`config.mk`:
```
export PLATFORM = sky130hd
export DESIGN_NAME = shot_entry_fsm
export DESIGN_NICKNAME = d
export VERILOG_FILES = /design/src/rtl/shot_entry_fsm.sv
export SDC_FILE = /design/constraint.sdc
export NUM_CORES = 1
export LEC_CHECK = 0
export ABC_AREA = 1
export BUFFER_PORTS_ARGS = -buffer_cell sky130_fd_sc_hd__buf_2
export CAP_MARGIN = 20
export CELL_PAD_IN_SITES_DETAIL_PLACEMENT = 1
export CELL_PAD_IN_SITES_GLOBAL_PLACEMENT = 1
export CORE_MARGIN = 10
export CORE_UTILIZATION = 25
export DETAILED_ROUTE_END_ITERATION = 8
export PLACE_DENSITY = 0.69
export SLEW_MARGIN = 20
export SYNTH_ARGS = -nofsm -noshare
export SYNTH_HDL_FRONTEND = slang
export SYNTH_SLANG_ARGS = --single-unit
```
`constraint.sdc`:
```
create_clock -name clk -period 1.1 [get_ports clk]
set_input_delay 0.055 -clock clk [delete_from_list [all_inputs] [get_ports clk]]
set_output_delay 0.055 -clock clk [all_outputs]
set_load 0.02 [all_outputs]
```
`src/rtl/shot_entry_fsm.sv`:
```
// rtl/shot_entry_fsm.sv - keypad shot entry FSM: row, col, ENTER, then valid/ready offer
// Optional idle timeout enabled by defining SHOT_ENTRY_TIMEOUT_EN.
module shot_entry_fsm #(
   parameter int         GRID_SIZE      = 8,
   parameter int         COORD_W        = 3,
   parameter logic [3:0] ENTER_KEY      = 4'hE,
   parameter logic [3:0] BACK_KEY       = 4'hD,
   parameter logic [3:0] CLEAR_KEY      = 4'hC,
   parameter int         TIMEOUT_CYCLES = 500_000_000
) (
   input  logic               clk,
   input  logic               rst_n,
   input  logic [3:0]         key_value,
   input  logic               key_valid,
   input  logic               shot_ready,
   output logic               shot_valid,
   output logic [COORD_W-1:0] shot_row,
   output logic [COORD_W-1:0] shot_col,
   output logic [1:0]         entry_state,
   output logic               bad_key,
   output logic               entry_timeout
);

   typedef enum logic [1:0] {
      ST_ROW     = 2'd0,
      ST_COL     = 2'd1,
      ST_CONFIRM = 2'd2,
      ST_OFFER   = 2'd3
   } state_t;

   localparam logic [4:0] GRID_LIMIT = 5'(GRID_SIZE);

   state_t             state_q, state_d;
   logic               shot_valid_q, shot_valid_d;
   logic [COORD_W-1:0] shot_row_q, shot_row_d;
   logic [COORD_W-1:0] shot_col_q, shot_col_d;
   logic               bad_key_q, bad_key_d;
   logic               entry_timeout_q, entry_timeout_d;

   logic               is_digit;
   logic               is_enter;
   logic               is_back;
   logic               is_clear;
   logic [COORD_W-1:0] digit_val;

   // GRID_SIZE never exceeds 10, so "below GRID_SIZE" also implies a decimal digit
   assign is_digit  = ({1'b0, key_value} < GRID_LIMIT) && (key_value <= 4'd9);
   assign is_enter  = (key_value == ENTER_KEY);
   assign is_back   = (key_value == BACK_KEY);
   assign is_clear  = (key_value == CLEAR_KEY);
   assign digit_val = COORD_W'(key_value);

   state_t key_state;
   logic   key_bad;
   logic [COORD_W-1:0] key_row;
   logic [COORD_W-1:0] key_col;

   always_comb begin
      key_state = state_q;
      key_bad   = 1'b0;
      key_row   = shot_row_q;
      key_col   = shot_col_q;
      if (key_valid) begin
         case (state_q)
            ST_ROW: begin
               if (is_digit) begin
                  key_row   = digit_val;
                  key_state = ST_COL;
               end else if (!(is_clear || is_back)) begin
                  key_bad = 1'b1;
               end
            end
            ST_COL: begin
               if (is_digit) begin
                  key_col   = digit_val;
                  key_state = ST_CONFIRM;
               end else if (is_back || is_clear) begin
                  key_state = ST_ROW;
               end else begin
                  key_bad = 1'b1;
               end
            end
            ST_CONFIRM: begin
               if (is_enter) begin
                  key_state = ST_OFFER;
               end else if (is_digit) begin
                  key_col = digit_val;
               end else if (is_back) begin
                  key_state = ST_COL;
               end else if (is_clear) begin
                  key_state = ST_ROW;
               end else begin
                  key_bad = 1'b1;
               end
            end
            default: begin
               // coordinates are frozen while offered; keys are dropped silently
               key_state = state_q;
            end
         endcase
      end
   end

`ifdef SHOT_ENTRY_TIMEOUT_EN
   logic [31:0] idle_cnt_q, idle_cnt_d;
   logic        idle_expired;
   logic        partial_entry;

   assign partial_entry = (state_q == ST_COL) || (state_q == ST_CONFIRM);
   assign idle_expired  = partial_entry && !key_valid &&
                          (idle_cnt_q == 32'(TIMEOUT_CYCLES - 1));
`else
   logic idle_expired;

   assign idle_expired = 1'b0;
`endif

   always_comb begin
      state_d         = key_state;
      shot_row_d      = key_row;
      shot_col_d      = key_col;
      bad_key_d       = key_bad;
      entry_timeout_d = 1'b0;
      if (state_q == ST_OFFER && shot_valid_q && shot_ready) begin
         state_d = ST_ROW;
      end
      if (idle_expired) begin
         state_d         = ST_ROW;
         entry_timeout_d = 1'b1;
      end
      shot_valid_d = (state_d == ST_OFFER);
   end

`ifdef SHOT_ENTRY_TIMEOUT_EN
   always_comb begin
      idle_cnt_d = idle_cnt_q;
      if (key_valid || state_d == ST_ROW || state_d == ST_OFFER) begin
         idle_cnt_d = 32'd0;
      end else if (partial_entry) begin
         idle_cnt_d = idle_cnt_q + 32'd1;
      end
   end

   always_ff @(posedge clk or negedge rst_n) begin
      if (!rst_n) begin
         idle_cnt_q <= 32'd0;
      end else begin
         idle_cnt_q <= idle_cnt_d;
      end
   end
`endif

   always_ff @(posedge clk or negedge rst_n) begin
      if (!rst_n) begin
         state_q         <= ST_ROW;
         shot_valid_q    <= 1'b0;
         shot_row_q      <= '0;
         shot_col_q      <= '0;
         bad_key_q       <= 1'b0;
         entry_timeout_q <= 1'b0;
      end else begin
         state_q         <= state_d;
         shot_valid_q    <= shot_valid_d;
         shot_row_q      <= shot_row_d;
         shot_col_q      <= shot_col_d;
         bad_key_q       <= bad_key_d;
         entry_timeout_q <= entry_timeout_d;
      end
   end

   assign shot_valid    = shot_valid_q;
   assign shot_row      = shot_row_q;
   assign shot_col      = shot_col_q;
   assign entry_state   = state_q;
   assign bad_key       = bad_key_q;
   assign entry_timeout = entry_timeout_q;

endmodule

```
# After elaboration in Yosys (flattened, before gate mapping)
# Index checks and enable logic that the tools add are counted.
[word_totals] regBits=10 input_bits=8 out_inout_bits=11 wordCells=45
[classes] order_cmp=2 eq_ne=8 muxes=21 reduce_logical=9
[ops] op="$mux 2" n=9
[ops] op="$eq 4x4->1 const B" n=3
[ops] op="$mux 1" n=7
[ops] op="$eq 2x2->1 const B" n=3
[ops] op="$mux 3" n=2
[ops] op="$pmux 2 s3" n=1
[ops] op="$pmux 3 s2" n=1
[ops] op="$reduce_and 3->1" n=2
[ops] op="$le 4x4->1 const B" n=1
[ops] op="$lt 4x4->1 const B" n=1
[ops] op="$logic_and 1x1->1" n=3
[ops] op="$eq 2x1->1 const B" n=1
[ops] op="$logic_not 2->1" n=1
[ops] op="$ne 2x2->1 const B" n=1
[ops] op="$pmux 1 s2" n=1
[ops] op="$reduce_bool 2->1" n=1
[ops] op="$reduce_or 2->1" n=1
[ops] op="$logic_or 1x1->1" n=1

# Depth between registers and ports, before layout
[depth] ltp_word=9 depth_mapped=8 mapped_depth_nobuf=8

# Least setup slack after synthesis
# OpenSTA, ideal clock, no wires.
[synth_timing] path_kind="register -> register" start="reg state_q[1], in the netlist entry_state[1]" end="reg shot_col_q[0], in the netlist shot_col[0]" setup_time_ns=0.117 arrival_ns=1.012 required_time_ns=0.983 setup_slack_ns=-0.029 path_stages_with_launch=8 n_path_buf=0 period_less_slack_ns=1.129 cell_sequence="dfrtp_1 -> inv_2 -> nor2_4 -> nand2_2 -> nand2_4 -> nand2_4 -> nand2_1 -> nand2_1"
[synth_between] elab_chain_cells=3 elab_cells_between_ends=6 classes_between="3 x eq/ne; 1 x mux; 2 x reduce/logical"
[synth_lines] element="start: declaration" line="33" text="state_t state_q, state_d;"
[synth_lines] element="start signal: assignment" line="162" text="state_q <= state_d;"
[synth_lines] element="$eq 2x2->1 or $eq 2x1->1 (tied branches)" line="64" text="case (state_q)"
[synth_lines] element="$ne 2x2->1 (no source line) or $reduce_bool 2->1 (tied branches)"
[synth_lines] element="$reduce_and 3->1 (no source line)"
[synth_lines] element="end signal: assignment" line="165" text="shot_col_q <= shot_col_d;"
[synth_lines] element="end: declaration" line="36" text="logic [COORD_W-1:0] shot_col_q, shot_col_d;"
# Parallel ways exist; a longest one is shown, timed or not.
# A chain may end at the register's enable or synchronous reset.

# Worst setup path in the final report
# Ends and elaborated chain as after synthesis.

==> results.yml <==
outcome:
  run_status: "completed"
place:
  place_congestion: 0.857
  pre_cts_ws_ns: 0.0157
  dp.cells: 113
  hpwlAfterDp_um: 1190
  numPortBuffers: 17
timing:
  fin_setup_tns_ns: 0
  fmax_mhz: 965
  fin_ws_ns: 0.0635
  finalHoldViolations: 0
  layout_min_cycle_time_ns: 1.04
  rsz0062_at_grt: "true"
  timing.final.crit_share: 0.942
  maxSlewViolCount: 0
  setup_viol: 0
  clock_skew_ns: 0.0101
finish:
  multi_input_area_um2: 262
  fill_cells: 258
  nNetsFinal: 102
  final_util: 0.355
  syn_to_final_growth_pct: 31.7
  drive_above_1_share: 0.387
  ff_latch_area_um2: 253
  n_antenna_cell: 0
  layout.cells.non_filler: 120
synthesis:
  synth_cells: 70
  yosys-top-cells-area: "dfrtp_1, nand2_1, nor2_1, nand2_4, nor2_4"
  synth_nets: 78
  yosysSeqAreaShare: 0.460
  synth_warnings: 0
  synth_area_per_cell_um2: 7.78
  yosysTopAreaCellShare: 0.460
  synthesis.area_um2: 544
  ys_types: 16
  ys_ff_latch: 10
  synth_largest_area_cell: "dfrtp_1"
die:
  start_util: 0.269
  die_area_um2: 4440
  ios: 19
  die_w_um: 66.7
  core_area_um2: 2020
  die_h_um: 66.7
  num_rows: 16
global_route:
  grt_pass1_wl_um: 2240
  grt_max_degree: 11
  grt_pass1_vias: 519
  grt_overflow: 0
  antenna_found_initial: 0
  grt.total_usage: 0.0676
setup_path:
  path_class: "reg -> reg"
  path_max_fanout: 6
  critPathArrivalTime_ns: 1.20
  start_kind: "flop"
  cp-end-kind: "flop"
  required_ns: 1.26
worst_hold_path:
  min_path_type: "in -> reg"
routing:
  drt-met1-wl_um: 572
  topRoutingLayerUsed: "met4"
  drt_iter0_markers: 22
  dr_total_vias: 513
  routed_wl_um: 1420
  route.met3.wl_um: 208
  avgViaCountPerCell: 4.28
  postRouteAntennaNets: 0
  wl_met2_um: 629
  first_pass_iters: 2
  wl_per_cell_um: 11.8
  drc: 0
clocking:
  cts_buffer_depth: 2
  cts_buffers: 3
  tritoncts: "done"
  clock-sinks: 10
  cts_root_buf: "clkbuf_4"
  clock_latency_ns: 0.27
  htreeDepth: 1
  clk_pin_slew_ns: 0.07
flow_run:
  drv_cap: 0
pwr:
  power.density_nw_per_um2: 2670
  power_leakage_uw: 0.000387
  p_total_uw: 1920
  peakVddDrop_v: 0.00125
[cells in the mapped netlist, drive strengths merged]
| cell | n |
|---|---|
| dfrtp | 10 |
| nand2 | 28 |
| buf | 1 |
| inv | 7 |
| nand3 | 4 |
| o21ai | 4 |
| nand4 | 1 |
| a21oi | 4 |
| clkinv | 1 |
| nor2 | 9 |
| conb | 1 |
[layout by cell type (no fill, tap or decap), drive strengths merged]
master,n
a21oi,4
buf,19
clkbuf,4
clkinv,1
conb,1
dfrtp,10
dlygate4sd3,1
inv,7
nand2,28
nand3,4
nand4,1
nor2,9
o21ai,4
[what timing repair did]
action,CTS,global route
hold buffers,1,0
pin swaps,0,3
setup buffers,0,2
endpoints found under the hold margin,10,0
setup endpoints to repair,1,6
cloned,0,0
gates resized for setup,1,3
[final cells by class]
type	instances	area share
clock buffers	4	0.0366
inverters	8	0.0454
multi-input cells	51	0.365
flip-flops and latches	10	0.353
well taps	27	0.0471
repair buffers	20	0.154
[path summary, 6_finish.rpt]
path                           startpoint             end  slack (ns)  cells past startpoint
min reg2reg                   shot_col[1]     shot_col[1]        0.47                      2
max                        entry_state[1]     shot_col[0]        0.06                      7
max in group asynchronous           rst_n  entry_state[1]        0.72                      2
min in group asynchronous           rst_n     shot_col[1]        0.17                      2
max reg2reg                entry_state[1]     shot_col[0]        0.06                      7
min                             key_valid         bad_key        0.06                      3
[registers in the layout, summed over array words and instances (netlist names)]
signal       flops
bad_key          1
entry_state      2
shot_col         3
shot_row         3
shot_valid       1
[cells by family (layout without fill, tap and decap cells)]
group / count (synthesis) / in the layout / synth area share
and+or+nand+nor: 42 / 42 / 0.391
other: 1 / 1 / 0.00689
DFF: 10 / 10 / 0.460
buffers and inverters: 9 / 32 / 0.0690
AOI/OAI and AO/OA: 8 / 8 / 0.0736
[worst max-delay path, stage by stage, from the launching register on]
cell     delay (ns)
dfrtp_2        0.44
inv_4          0.07
nor2_4         0.09
nand2_2        0.08
nand2_4        0.08
nand2_4        0.06
nand2_1        0.06
nand2_1        0.04
[report_power, final]
group	internal, uW	switching (uW)	total [uW]	leakage [uW]
combinational	349	623	972	0.000249
clock	140	130	271	0.0000150
sequential	535	139	674	0.000123
[metrics by stage]
stage	area (um^2)	hold slack [ns]
CTS	697	0.0522
global placement	658	-0.0671
finish	717	0.0588
global route	717	0.0725
floorplan	547	-0.241
detailed placement	658	-0.0620
[layer usage]
metal	up-vias	GRT usage
met4	0	0.0157
met3	2	0.0619
met5	-	0
met1	232	0.0663
met2	19	0.103
li1	260	-
Note: power is estimated with default switching activity, not from simulation.
